<file path="config.mk">
export PLATFORM = sky130hd
export DESIGN_NAME = wrr_burst_arbiter_flat
export DESIGN_NICKNAME = d
export VERILOG_FILES = /design/src/rtl/wrr_burst_arbiter_if.sv /design/src/rtl/wrr_burst_arbiter.sv /design/src/flat_wrapper.sv
export SDC_FILE = /design/constraint.sdc
export NUM_CORES = 1
export LEC_CHECK = 0
export CORE_MARGIN = 3
export CORE_UTILIZATION = 40
export CTS_BUF_LIST = sky130_fd_sc_hd__clkbuf_4
export DETAILED_ROUTE_END_ITERATION = 12
export PLACE_DENSITY = 0.71
export RECOVER_POWER = 25
export SYNTH_ARGS = -nofsm -noshare
export SYNTH_HDL_FRONTEND = slang
export SYNTH_SLANG_ARGS = --single-unit
</file>
<file path="constraint.sdc">
create_clock -name clk -period 3.5 [get_ports clk]
set_input_delay 0.7 -clock clk [delete_from_list [all_inputs] [get_ports clk]]
set_output_delay 0.7 -clock clk [all_outputs]
set_load 0.01 [all_outputs]
</file>
<file path="src/rtl/wrr_burst_arbiter_if.sv">
// Request/grant bundle between requesters and the weighted round-robin burst arbiter.
// Requesters drive request/last/weight; the arbiter drives grant/select/active.
interface wrr_burst_arbiter_if #(
    parameter int NUM_PORTS    = 4,
    parameter int SEL_WIDTH    = (NUM_PORTS > 1) ? $clog2(NUM_PORTS) : 1,
    parameter int WEIGHT_WIDTH = 4
);
    logic [NUM_PORTS-1:0]              request;
    logic [NUM_PORTS-1:0]              last;
    logic [NUM_PORTS*WEIGHT_WIDTH-1:0] weight;
    logic [NUM_PORTS-1:0]              grant;
    logic [SEL_WIDTH-1:0]              select;
    logic                              active;

    modport master (
        output request, last, weight,
        input  grant, select, active
    );

    modport slave (
        input  request, last, weight,
        output grant, select, active
    );
endinterface

</file>
<file path="src/rtl/wrr_burst_arbiter.sv">
// Weighted round-robin arbiter with burst ownership: a granted port keeps the
// resource for up to weight[p] beats, or until it signals last or drops request.
module wrr_burst_arbiter #(
    parameter int NUM_PORTS    = 4,
    parameter int SEL_WIDTH    = (NUM_PORTS > 1) ? $clog2(NUM_PORTS) : 1,
    parameter int WEIGHT_WIDTH = 4
) (
    input  logic               clk,
    input  logic               rst_n,
    wrr_burst_arbiter_if.slave bus
);
    localparam int unsigned NP = NUM_PORTS;

    typedef enum logic {IDLE, OWN} state_t;

    state_t                  state;
    logic [SEL_WIDTH-1:0]    ptr;
    logic [WEIGHT_WIDTH-1:0] credit;

    logic                    found;
    logic [SEL_WIDTH-1:0]    win;
    logic [SEL_WIDTH-1:0]    win_next_ptr;
    logic [WEIGHT_WIDTH-1:0] win_weight;
    logic [WEIGHT_WIDTH-1:0] win_credit;
    logic                    beat;
    logic                    release_now;
    logic                    load;
    logic                    clear;
    int unsigned             idx;

    // Round-robin search starting at ptr; the current owner sits last in the
    // order, so it only wins again when nobody else is requesting.
    always_comb begin
        found = 1'b0;
        win   = '0;
        idx   = 0;
        for (int unsigned i = 0; i < NP; i++) begin
            idx = (32'(ptr) + i) % NP;
            if (!found && bus.request[SEL_WIDTH'(idx)]) begin
                found = 1'b1;
                win   = SEL_WIDTH'(idx);
            end
        end
    end

    always_comb begin
        win_weight   = bus.weight[win*WEIGHT_WIDTH +: WEIGHT_WIDTH];
        win_credit   = (win_weight == '0) ? WEIGHT_WIDTH'(1) : win_weight;
        win_next_ptr = (32'(win) + 32'd1 >= NP) ? '0 : SEL_WIDTH'(32'(win) + 32'd1);
    end

    // Release and re-arbitration share one edge, so a handover never leaves a bubble.
    always_comb begin
        beat        = bus.request[bus.select] && bus.grant[bus.select];
        release_now = !bus.request[bus.select] ||
                      (beat && ((credit == WEIGHT_WIDTH'(1)) || bus.last[bus.select]));
        load        = found && ((state == IDLE) || release_now);
        clear       = (state == OWN) && release_now && !found;
    end

    always_ff @(posedge clk or negedge rst_n) begin
        if (!rst_n) begin
            state      <= IDLE;
            bus.grant  <= '0;
            bus.select <= '0;
            bus.active <= 1'b0;
            credit     <= '0;
            ptr        <= '0;
        end else if (load) begin
            state      <= OWN;
            bus.grant  <= NUM_PORTS'(1) << win;
            bus.select <= win;
            bus.active <= 1'b1;
            credit     <= win_credit;
            ptr        <= win_next_ptr;
        end else if (clear) begin
            state      <= IDLE;
            bus.grant  <= '0;
            bus.select <= '0;
            bus.active <= 1'b0;
            credit     <= '0;
        end else if ((state == OWN) && beat) begin
            credit <= credit - 1'b1;
        end
    end
endmodule

</file>
<file path="src/flat_wrapper.sv">
// flat-port wrapper written by rule: the top's interface ports become plain ports
module wrr_burst_arbiter_flat 
#(
    parameter int NUM_PORTS    = 4,
    parameter int SEL_WIDTH    = (NUM_PORTS > 1) ? $clog2(NUM_PORTS) : 1,
    parameter int WEIGHT_WIDTH = 4
)
  (clk, rst_n, bus_request, bus_last, bus_weight, bus_grant, bus_select, bus_active);
  wrr_burst_arbiter_if #(.NUM_PORTS(NUM_PORTS), .SEL_WIDTH(SEL_WIDTH), .WEIGHT_WIDTH(WEIGHT_WIDTH)) bus_i ();
  input  logic clk;
  input  logic rst_n;
  input wire logic [$bits(bus_i.request)-1:0] bus_request;
  input wire logic [$bits(bus_i.last)-1:0] bus_last;
  input wire logic [$bits(bus_i.weight)-1:0] bus_weight;
  output wire logic [$bits(bus_i.grant)-1:0] bus_grant;
  output wire logic [$bits(bus_i.select)-1:0] bus_select;
  output wire logic [$bits(bus_i.active)-1:0] bus_active;
  assign bus_i.request = bus_request;
  assign bus_i.last = bus_last;
  assign bus_i.weight = bus_weight;
  assign bus_grant = bus_i.grant;
  assign bus_select = bus_i.select;
  assign bus_active = bus_i.active;
  wrr_burst_arbiter #(.NUM_PORTS(NUM_PORTS), .SEL_WIDTH(SEL_WIDTH), .WEIGHT_WIDTH(WEIGHT_WIDTH)) u_core (.clk(clk), .rst_n(rst_n), .bus(bus_i));
endmodule
</file>
==> metrics.txt <==
status=finished clean; Mapped Area=1030 um2; CP top delay family=simple AND/OR/NAND/NOR gates; CP endpoint kind=flop; Iteration-0 DRC Markers=41; Async S/R FF share, synth=1.00; Crit-path slowest cell=or4b_1; crit path max fanout=10; cts hold-fix bufs=0; Die Y=56.8 um; H-tree Lvls=1; syn nets=145; Pleak=0.594 nW; Worst EP arrival=2980 ps; switching power=0.000469 W; First-pass DRT Iterations=4; power per cell area=768 nW/um2; die width=56.8 um; r2r startpoint=u_core.ptr[1]; Initial Utilization=0.445; Internal=0.000602 W; final setup fails=0; Ys Warns=0; detailed-route DRC error count=0; sequential fraction of the synthesis area=0.315; cells on worst reg2reg path=5; CP peak stage delay=710 ps; routability cong.=0.841; CTS clk-pin slew, worst paths=80 ps; Layout area overhead=35.2%; clock share of power=0.095; Placeable Area=2320 um2; EDFF count, synth=0; Clock Latency Late Sink=280 ps; Net Sw Frac=0.438; post-CTS sizing=0; Min-Delay Startpoint=u_core.ptr[0]; Fmax achieved=0.356 GHz; Avg WL per Cell=15.7 um; WHS=529 ps; most numerous cell in the Yosys netlist=nand2_1; top cells by area, synth=dfrtp_1 (32%), ha_1 (7.3%), mux4_2 (6.5%), nand2_1 (5.8%), a22o_1 (4.2%); number of CTS-inserted buffers=3; final setup TNS=0 ps; Ant. Diodes=0; Gate power share=0.628; Most used DFF post-synth=dfrtp_1; Max Slew Vio Count=0; Fin. Hold Viols=0; Vias=990; setup bufs post-CTS=0; Avg Synthesized Cell Area=9.13 um2; Reg power frac=0.278; CTS tree=done; kind of critical path=input pin to flop; post-synthesis cell count=113; R2R setup slack=1220 ps; vias in the first global route=1014; fin crit share=0.804; maxcap violations=0; final clock skew=9.71 ps; All-Layer GR Usage=0.181; first-pass GRT wire length=4620 um; CP Buf/Inv Count=1; clk sinks=13; Port Buf Inserts=32; RSZ-0062 raised after global routing=false; peak supply drop=0.000503 V; met2 routed WL=1320 um; metal3 WL=152 um; r2r endpoint=u_core.credit[0]; CP Launch Type=input pin; Die Area=3230 um2; antenna violations before repair=0; Longest Clk Path Bufs=2; Rel. slew slack=0.604; GR Overflow Total=0; HP Class=flop to flop; layout cells sized above 1=0.0764; post-synth top area cell=dfrtp_1; Top Layer Used=met4; Critical Path RT=3670 ps; Post-layout nets=177; Vias/cell=5.76; worst-margin pin slew=592 ps; area share of the largest cell type after synthesis=0.315; Hold EP=u_core.ptr[0]; top post-synthesis cells by count=nand2_1 (16), dfrtp_1 (13), nand3_1 (7); pin count of the biggest net entering global routing=14; critical-path cell list=clkdlybuf4s50_1, nor2b_1, or4b_1, a21bo_1, a32oi_1, nor4_1, o32a_1; Synth cell types=37; min Tclk post-route=2810 ps; Rows=17; # IOs=33; Root Buffer=clkbuf_4; Detail Route Antenna Nets=0; WL met1=1220 um; Detailed Route WL=2710 um; register bit count reported by yosys=13; final core occ=0.602; total power draw=0.00107 W; DP Wirelength=2180 um; Hold Path Cell Cnt=1
## kinds of logic after synthesis
| kind of cell | Yosys count | share of synthesized area |
|---|---|---|
| multiplexers | 4 | 0.0751 |
| AND/OR/NAND/NOR | 52 | 0.273 |
| AO/OA/AOI/OAI | 29 | 0.228 |
| buffers and inverters | 9 | 0.0364 |
| flip-flops | 13 | 0.315 |
| adder cells (fa/ha/maj) | 6 | 0.0727 |
## power by group through the flow
stage                     Clock (W)  Combinational, W  Sequential, W
after floorplan                   0          0.000477       0.000288
after global placement            0          0.000653       0.000300
after detailed placement          0          0.000672       0.000301
after CTS                  0.000104          0.000676       0.000298
after global routing       0.000114          0.000747       0.000311
final                      0.000101          0.000673       0.000298
## sequential cells by signal, summed over array words and instances, names as in the netlist
signal,cells
u_core.bus.active,1
u_core.bus.grant,4
u_core.bus.select,2
u_core.credit,4
u_core.ptr,2
## routing by layer
layer | vias up | GRT usage
li1 | 492 | -
met1 | 474 | 0.248
met2 | 22 | 0.276
met3 | 2 | 0.0529
met4 | 0 | 0.0530
met5 | - | 0
## stage by stage
step | worst slack, ps | cell area, um2 | cells
6_report | 688 | 1400 | 172
3_5_place_dp | 414 | 1370 | 168
5_1_grt | 613 | 1400 | 172
2_1_floorplan | 1130 | 1030 | 113
4_1_cts | 717 | 1400 | 172
3_3_place_gp | 444 | 1370 | 168
## worst max-delay path by stage
stage,from,to,depth (start not counted)
floorplan,bus_request[2],u_core.credit[0],7
global placement,bus_request[1],u_core.credit[0],7
detailed placement,bus_request[0],u_core.credit[0],7
CTS,bus_request[0],u_core.credit[0],7
global route,bus_request[0],u_core.credit[0],7
finish,bus_request[0],u_core.credit[0],7
## worst reg2reg max path, delay by kind of cell (launching register included)
family           cells  cell delay, ps
AO/OA/AOI/OAI        3             830
flip-flops           1             490
AND/OR/NAND/NOR      2             850
## final cells by class
cell class / count / area [um2]
Fill cell: 223 / 923
Clock buffer: 4 / 30.0
Timing Repair Buffer: 32 / 320
Inverter: 4 / 15.0
Multi-Input combinational cell: 91 / 669
Tap cell: 28 / 35.0
Sequential cell: 13 / 325
## cell usage in the layout (no fill, tap or decap), types with 3 or more instances in the layout
cell             synthesis  layout
clkdlybuf4s50_1          0      31
nand2_1                 16      16
dfrtp_1                 13      13
nand3_1                  7       7
ha_1                     6       6
a22o_1                   5       5
nor2b_1                  4       4
nor2_1                   4       4
nor3b_1                  4       4
nor4_1                   4       4
a221oi_1                 4       4
a32oi_1                  4       4
clkbuf_4                 0       4
inv_1                    3       3
and2_1                   3       3
mux4_2                   3       3
a21bo_1                  3       3
Note: power is estimated with default switching activity, not from simulation.
